[src/rtl/bus_mem_port.sv]
// bus_mem_port: memory-side endpoint of the 16-bit datapath bus.
// Holds MAR/MDR loaded from BUS and runs word read/write cycles against an
// SRAM with a fixed access time of WAIT_CYCLES clocks.
//
// Ports:
//   Clk, Reset             rising-edge clock, asynchronous active-high reset
//   BUS                    shared datapath bus value
//   LD_MAR, LD_MDR         load MAR / MDR from BUS at the next edge
//   MEM_REQ, MEM_WE        start an operation (sampled in IDLE), 1 = write
//   Data_from_SRAM         SRAM read data
//   MAR, MDR               address / data registers (MDR feeds GateMDR)
//   ADDR, Data_to_SRAM     SRAM address and write data, held per operation
//   DRIVE_EN               enables the top-level SRAM data tristate
//   CE_n, OE_n, WE_n       active-low SRAM strobes
//   BUSY, R, ERR           not idle / one-cycle ready / sticky request-while-busy
module bus_mem_port #(
  parameter int unsigned WAIT_CYCLES = 2
) (
  input  logic        Clk,
  input  logic        Reset,
  input  logic [15:0] BUS,
  input  logic        LD_MAR,
  input  logic        LD_MDR,
  input  logic        MEM_REQ,
  input  logic        MEM_WE,
  input  logic [15:0] Data_from_SRAM,
  output logic [15:0] MAR,
  output logic [15:0] MDR,
  output logic [15:0] ADDR,
  output logic [15:0] Data_to_SRAM,
  output logic        DRIVE_EN,
  output logic        CE_n,
  output logic        OE_n,
  output logic        WE_n,
  output logic        BUSY,
  output logic        R,
  output logic        ERR
);

  localparam int unsigned DW = 16;
  localparam int unsigned CW = 4;

  typedef enum logic [1:0] {
    IDLE   = 2'd0,
    ACCESS = 2'd1,
    DONE   = 2'd2
  } state_t;

  state_t        state_q;
  logic [CW-1:0] cnt_q;
  logic          we_q;
  logic [DW-1:0] mar_q;
  logic [DW-1:0] mdr_q;
  logic [DW-1:0] addr_q;
  logic [DW-1:0] wdata_q;
  logic          drive_en_q;
  logic          ce_n_q;
  logic          oe_n_q;
  logic          we_n_q;
  logic          busy_q;
  logic          r_q;
  logic          err_q;

  // True on the edge that ends the last ACCESS cycle of a read.
  logic read_capture_c;
  assign read_capture_c = (state_q == ACCESS) && (cnt_q == '0) && !we_q;

  // State machine, bus registers and registered SRAM strobes.
  always_ff @(posedge Clk or posedge Reset) begin
    if (Reset) begin
      state_q    <= IDLE;
      cnt_q      <= '0;
      we_q       <= 1'b0;
      mar_q      <= '0;
      mdr_q      <= '0;
      addr_q     <= '0;
      wdata_q    <= '0;
      drive_en_q <= 1'b0;
      ce_n_q     <= 1'b1;
      oe_n_q     <= 1'b1;
      we_n_q     <= 1'b1;
      busy_q     <= 1'b0;
      r_q        <= 1'b0;
      err_q      <= 1'b0;
    end else begin
      // MAR can be reloaded at any time; an in-flight operation uses addr_q.
      if (LD_MAR) mar_q <= BUS;

      // Read capture wins over a coincident LD_MDR.
      if (read_capture_c) mdr_q <= Data_from_SRAM;
      else if (LD_MDR)    mdr_q <= BUS;

      unique case (state_q)
        IDLE: begin
          r_q <= 1'b0;
          if (MEM_REQ) begin
            addr_q     <= mar_q;
            wdata_q    <= mdr_q;
            we_q       <= MEM_WE;
            cnt_q      <= CW'(WAIT_CYCLES - 1);
            state_q    <= ACCESS;
            busy_q     <= 1'b1;
            ce_n_q     <= 1'b0;
            oe_n_q     <= MEM_WE;
            we_n_q     <= !MEM_WE;
            drive_en_q <= MEM_WE;
          end
        end
        ACCESS: begin
          if (MEM_REQ) err_q <= 1'b1;
          if (cnt_q == '0) begin
            state_q    <= DONE;
            ce_n_q     <= 1'b1;
            oe_n_q     <= 1'b1;
            we_n_q     <= 1'b1;
            drive_en_q <= 1'b0;
            r_q        <= 1'b1;
          end else begin
            cnt_q <= cnt_q - CW'(1);
          end
        end
        DONE: begin
          if (MEM_REQ) err_q <= 1'b1;
          state_q <= IDLE;
          busy_q  <= 1'b0;
          r_q     <= 1'b0;
        end
        default: begin
          state_q    <= IDLE;
          busy_q     <= 1'b0;
          r_q        <= 1'b0;
          ce_n_q     <= 1'b1;
          oe_n_q     <= 1'b1;
          we_n_q     <= 1'b1;
          drive_en_q <= 1'b0;
        end
      endcase
    end
  end

  assign MAR          = mar_q;
  assign MDR          = mdr_q;
  assign ADDR         = addr_q;
  assign Data_to_SRAM = wdata_q;
  assign DRIVE_EN     = drive_en_q;
  assign CE_n         = ce_n_q;
  assign OE_n         = oe_n_q;
  assign WE_n         = we_n_q;
  assign BUSY         = busy_q;
  assign R            = r_q;
  assign ERR          = err_q;

endmodule
[config.mk]
export PLATFORM = sky130hd
export DESIGN_NAME = bus_mem_port
export DESIGN_NICKNAME = d
export VERILOG_FILES = /design/src/rtl/bus_mem_port.sv
export SDC_FILE = /design/constraint.sdc
export NUM_CORES = 1
export LEC_CHECK = 0
export BUFFER_PORTS_ARGS = -buffer_cell sky130_fd_sc_hd__buf_2
export CELL_PAD_IN_SITES_DETAIL_PLACEMENT = 2
export CELL_PAD_IN_SITES_GLOBAL_PLACEMENT = 2
export CORE_ASPECT_RATIO = 2
export CORE_UTILIZATION = 33
export CTS_CLUSTER_SIZE = 8
export DETAILED_ROUTE_END_ITERATION = 10
export GPL_TIMING_DRIVEN = 0
export HOLD_SLACK_MARGIN = 0.05
export PLACE_DENSITY_LB_ADDON = 0.1
export SLEW_MARGIN = 20
export SYNTH_ARGS = -nofsm -noshare
export SYNTH_HDL_FRONTEND = slang
export SYNTH_SLANG_ARGS = --single-unit
[constraint.sdc]
create_clock -name Clk -period 2.48 [get_ports Clk]
set_input_delay 0.248 -clock Clk [delete_from_list [all_inputs] [get_ports Clk]]
set_output_delay 0.248 -clock Clk [all_outputs]
set_load 0.005 [all_outputs]
# Word level (Yosys, flattened, before mapping)
# Index checks and enable logic that the tools add are counted.
# W data, S select, Z words.
dict set report totals {
  ramBits 0
  regBits 78
  latch_bits 0
  mem_count 0
  input_bits 38
  mem_bits_ro 0
  elab_cells 57
  output_inout_bits 71
}
dict set report op_classes {
  n_mux 20
  shifts 0
  n_div 0
  eq_ne 5
  n_reduce_logical 15
  addsub 1
  n_bitwise 2
  n_mul 0
  magnitude_cmp 0
}
# cell count
set ops {}
lappend ops {{$mux W16} 2}
lappend ops {{$pmux W1 S3} 4}
lappend ops {{$mux W4} 2}
lappend ops {{$pmux W4 S2} 1}
lappend ops {{$reduce_and A2 Y1} 4}
lappend ops {{$mux W1} 7}
lappend ops {{$reduce_and A3 Y1} 2}
lappend ops {{$logic_not A4 Y1} 1}
lappend ops {{$mux W2} 2}
lappend ops {{$ne A2 B2 Y1 const B} 2}
lappend ops {{$pmux W2 S2} 1}
lappend ops {{$reduce_bool A2 Y1} 2}
lappend ops {{$sub A4 B1 Y4 const B} 1}
lappend ops {{$eq A2 B1 Y1 const B} 1}
lappend ops {{$eq A2 B2 Y1 const B} 1}
lappend ops {{$logic_and A1 B1 Y1} 2}
lappend ops {{$logic_not A1 Y1} 2}
lappend ops {{$logic_not A2 Y1} 1}
lappend ops {{$ne A2 B1 Y1 const B} 1}
lappend ops {{$not A1 Y1} 2}
lappend ops {{$pmux W1 S2} 1}
lappend ops {{$reduce_or A2 Y1} 1}

# Longest topological paths before layout
dict set report logic_depth {
  ltp_word 4
  depth_mapped 9
  ltp_nobuf 6
}

# Worst setup path before layout
# OpenSTA, ideal clock, no wires.
dict set report synth_timing {
  path_kind {register -> register}
  from {register cnt_q[0]}
  to {register mdr_q[0], in the netlist MDR[0]}
  arrival_time_ns 1.692
  setup_slack_ns 0.666
  path_buffers 2
  period_less_slack_ns 1.814
  setup_ns 0.122
  path_stages_with_launch 9
  cell_sequence {dfrtp_1 -> inv_1 -> ha_1 -> or3b_1 -> or3_1 -> buf_2 -> buf_6 -> nor2_2 -> a21oi_2}
}
dict set report synth_via {
  elab_chain_len 4
}
# element line_no
set synth_rtl {}
lappend synth_rtl {{start: declaration} 50} ;# logic [CW-1:0] cnt_q;
lappend synth_rtl {{start signal: assignment} 100} ;# cnt_q <= CW'(WAIT_CYCLES - 1);
lappend synth_rtl {{start signal: assignment} 119} ;# cnt_q <= cnt_q - CW'(1);
lappend synth_rtl {{$logic_not A4 Y1 *} 66} ;# assign read_capture_c = (state_q == ACCESS) && (cnt_q == '0) && !we_q;
lappend synth_rtl {{$logic_and A1 B1 Y1 * (2 in a row)} 66}
lappend synth_rtl {{$mux W16 or $reduce_bool A2 Y1 (tied branches)} --}
lappend synth_rtl {{end signal: assignment} 90} ;# if (read_capture_c) mdr_q <= Data_from_SRAM;
lappend synth_rtl {{end: declaration} 53} ;# logic [DW-1:0] mdr_q;
# Every way passes the cells marked *; elsewhere a longest branch is shown, timed or not.
# A chain may end at the register's enable or synchronous reset.

# Worst setup path in the final report
dict set report layout_timing {
  from {register state_q[1]}
  to {register mdr_q[10], in the netlist MDR[10]}
}
dict set report layout_via {
  elab_chain_len 4
}
# element line_no
set layout_rtl {}
lappend layout_rtl {{start: declaration} 49} ;# state_t state_q;
lappend layout_rtl {{start signal: assignment} 71} ;# state_q <= IDLE;
lappend layout_rtl {{start signal: assignment} 101} ;# state_q <= ACCESS;
lappend layout_rtl {{start signal: assignment} 112} ;# state_q <= DONE;
lappend layout_rtl {{$eq A2 B1 Y1 *} 66}
lappend layout_rtl {{$logic_and A1 B1 Y1 * (2 in a row)} 66}
lappend layout_rtl {{$mux W16 or $reduce_bool A2 Y1 (tied branches)} --}
# Marked as above.

==> out/qor_table.md <==
| Metric | Reported |
|:---|:---|
| Arrival time worst endpoint | 2.34 ns |
| HP Class | in -> reg |
| Post-detailed-route DRC marker count | 0 |
| Share of final-layout standard cells stronger than drive strength 1 | 0.5778 |
| Sw Pwr | 1.764 mW |
| Power Dens Cells | 1221 mW/mm^2 |
| Part of the Yosys area used for sequential elements | 0.5765 |
| Worst voltage drop across the vdd grid | 0.5024 mV |
| Number of clock sinks seen by CTS | 78 |
| Post-synthesis net count | 298 |
| Status | finished clean |
| Max Clock Skew | 0.007992 ns |
| Power Internal | 3.723 mW |
| DRT antenna net count | 0 |
| Final worst setup slack | 0.3585 ns |
| Clk pin slew, worst setup/hold paths | 0.06 ns |
| Maximum number of pins on one net before global-route repair | 52 |
| Fraction of registers with async set/reset | 1.000 |
| Worst Hold Depth | 3 |
| Via count of the first global-routing pass | 2974 |
| Leakage | 2.095 nW |
| Number of DRC markers in iteration 0 | 78 |
| Global routing usage summed across all routing layers | 0.2057 |
| Initial antenna violation count | 1 |
| Number of input and output port buffers inserted | 106 |
| Global-route wire length before repair | 15970 um |
| Boundary pin count | 109 |
| Synthesized area divided by synthesized cell count | 13.30 um^2 |
| Cell count after placement | 497 |
| Hold EP | MDR[4] |
| Logic gate share of total power | 0.339 |
| Number of detailed-route iterations in the first pass | 4 |
| Hold path startpoint | Data_from_SRAM[4] |
| Count of final setup violators | 0 |
| Count of cells along the worst register-to-register path | 9 |
| Worst setup slack after placement | 0.3759 ns |
| Via/cell ratio | 4.856 |
| Final-layout worst hold slack | 0.1505 ns |
| Residual overflow from global routing | 0 |
| Post-layout utilization of the core | 0.4454 |
| Routability cong. | 0.7390 |
| Critical path peak fanout | 10 |
| Area leader, netlist | dfrtp_1 |
| Crit path required time | 2.70 ns |
| Summed instance area of the synthesized netlist | 0.003392 mm^2 |
| Share of total power consumed by net switching | 0.3214 |
| Clock share of power | 0.286 |
| Post-CTS Setup Repair Bufs | 0 |
| Root buf cell | clkbuf_16 |
| Leading post-synthesis cells by cell area | dfrtp_1 55%, mux2_2 16%, mux2i_1 4.7% |
| Die footprint | 0.01071 mm^2 |
| Kind of capture point of the worst setup path | register |
| Num rows | 52 |
| R2r endpoint | MDR[10] |
| Syn Inst Count | 255 |
| Sum of net half-perimeters after detailed placement | 7442 um |
| Maximum clock frequency | 471.4 MHz |
| Clock Latency Late Sink | 0.34 ns |
| Maximum number of buffers from clock root to sink | 2 |
| Flip-flop and latch count after synthesis | 78 |
| CP max stage cell | dfrtp_1 |
| Mean routed wirelength per cell | 19.42 um |
| Relative slew slack | 0.3880 |
| Final WL | 10000 um |
| Worst R2R Start | state_q[1] |
| Post-synthesis to final-layout area growth | 32.42% |
| Final Hold Fails | 0 |
| Post-synth EDFFs | 0 |
| Final nets | 417 |
| CTS buffer count | 9 |
| Final critical delay including setup and external delays | 2.121 ns |
| Top_reg_cell synth | dfrtp_1 |
| Final critical-path share of the clock period | 0.8554 |
| TritonCTS clock tree | done |
| Sequential share of power | 0.375 |
| Maxcap violations | 0 |
| Chip width | 73.69 um |
| Vertical die dimension | 145.4 um |
| Largest stage delay on the critical path | 0.40 ns |
| Core region area | 0.01008 mm^2 |
| Setup slack, reg-to-reg | 0.36 ns |
| Clock H-tree levels | 3 |
| Total vias in the final route | 2501 |
| RSZ-0062 raised after global routing | no |
| Initial core utilization | 0.3364 |
| Final slew viol count | 0 |
| Transition time of the tightest slew-check pin | 0.9180 ns |
| Number of standard cells in the final layout excluding fillers | 515 |
| Worst Setup Path Type | reg -> reg |
| Critical path, cell by cell | inv_1 -> ha_1 -> buf_2 -> inv_1 -> or3_1 -> buf_2 -> buf_6 -> nor2_2 -> a21oi_2 |
| Top-area cell type share of the netlist area | 0.5533 |
| Type of element launching the critical path | register |
| Number of different library cells in the post-synthesis netlist | 35 |
| YS warnings | 0 |
-- repair_timing --
action	4_1_cts	5_1_grt
hold buffers	1	0
gates resized for setup	0	0
hold endpoints to repair	24	0
-- placed cells by master, fill, tap and decap left out, types with 2 or more instances in the layout --
cell        count
mux2_2         49
clkbuf_1        4
inv_1           7
nor2_1          8
a21oi_2        16
nand3_1         3
buf_2         114
ha_1            5
clkbuf_16       9
nand2_1         6
buf_6           3
a21oi_1         9
nor2b_1         3
o21ai_0         4
clkinvlp_4      2
clkbuf_8        2
mux2i_1        16
a21o_1          2
bufinv_16       3
nand4_1         2
nor3_1          2
dfstp_2         3
dfrtp_1        75
nor2_2         14
-- routing by layer --
metal  vias to the layer above  track usage  routed length [um]
li1                       1130            -                   -
met1                      1292       0.2025                3422
met2                        66       0.3950                6065
met3                        13      0.03186                 304
met4                         0      0.09615                 208
met5                         -            0                   0
-- registers in the layout, summed over array words and instances (netlist names) --
name          cells
MAR              16
state_q           2
BUSY              1
OE_n              1
MDR              16
R                 1
ADDR             16
ERR               1
DRIVE_EN          1
we_q              1
Data_to_SRAM     16
CE_n              1
cnt_q             4
WE_n              1
-- cell usage after synthesis, types with 2 or more instances --
cell type,instances
nand3_1,3
inv_1,8
mux2i_1,16
buf_6,3
dfstp_2,3
nor3_1,2
a21o_1,2
nor2_2,14
nor2b_1,3
dfrtp_1,75
o21ai_0,4
a21oi_2,16
a21oi_1,9
clkbuf_1,4
mux2_2,49
nand2_1,6
nand4_1,2
buf_2,8
nor2_1,8
ha_1,5
-- cell type report --
cell class              count  area, um^2
clock inverters             5       105.1
clock buffers              11       252.7
diodes                      1       2.502
multi-input cells         154        1318
well taps                 135       168.9
inverters                   8       32.53
plain buffers              15       88.84
repair buffers            108       568.0
flip-flops and latches     78        1956
fillers                  1047        5593
-- power by group through the flow --
stage                     Sequential (mW)  Clock (mW)  Combinational (mW)
after floorplan                      2.07           0                1.04
after global placement               2.05           0                1.82
after detailed placement             2.09           0                1.90
after CTS                            2.07        1.60                1.91
after global routing                 2.12        1.64                2.05
final                                2.06        1.57                1.86
-- logic make-up after synthesis --
logic type	Yosys count	synth area share
AOI/OAI and AO/OA	41	0.09185
adders and majority gates	5	0.01844
DFF	78	0.5765
buffers and inverters	23	0.03504
muxes	65	0.2099
and+or+nand+nor	43	0.06824
-- critical path: cells and delay by family, from the launching register on --
kind | cells | cell delay [ns]
buffers and inverters | 5 | 0.89
AND/OR/NAND/NOR | 2 | 0.52
flip-flops | 1 | 0.40
adder cells (fa/ha/maj) | 1 | 0.14
AO/OA/AOI/OAI | 1 | 0.04
-- stage by stage --
step	cell area (um^2)	setup TNS, ns	power (mW)
after floorplan	3392	0	3.114
after global placement	4091	-63.63	3.874
after detailed placement	4121	0	3.986
after CTS	4489	0	5.582
after global routing	4492	0	5.811
final	4492	0	5.487
-- worst max-delay path by stage --
stage,startpoint,slack (ns),end,cells after the start
after CTS,state_q[1],0.33,MDR[10],9
after floorplan,Reset,0.24,ADDR[0],1
final,state_q[1],0.36,MDR[10],9
after global placement,Reset,-0.85,MAR[6],2
after detailed placement,state_q[1],0.38,MDR[5],9
after global routing,state_q[1],0.24,MDR[10],9
No activity file was read; power rests on OpenSTA's default activity.
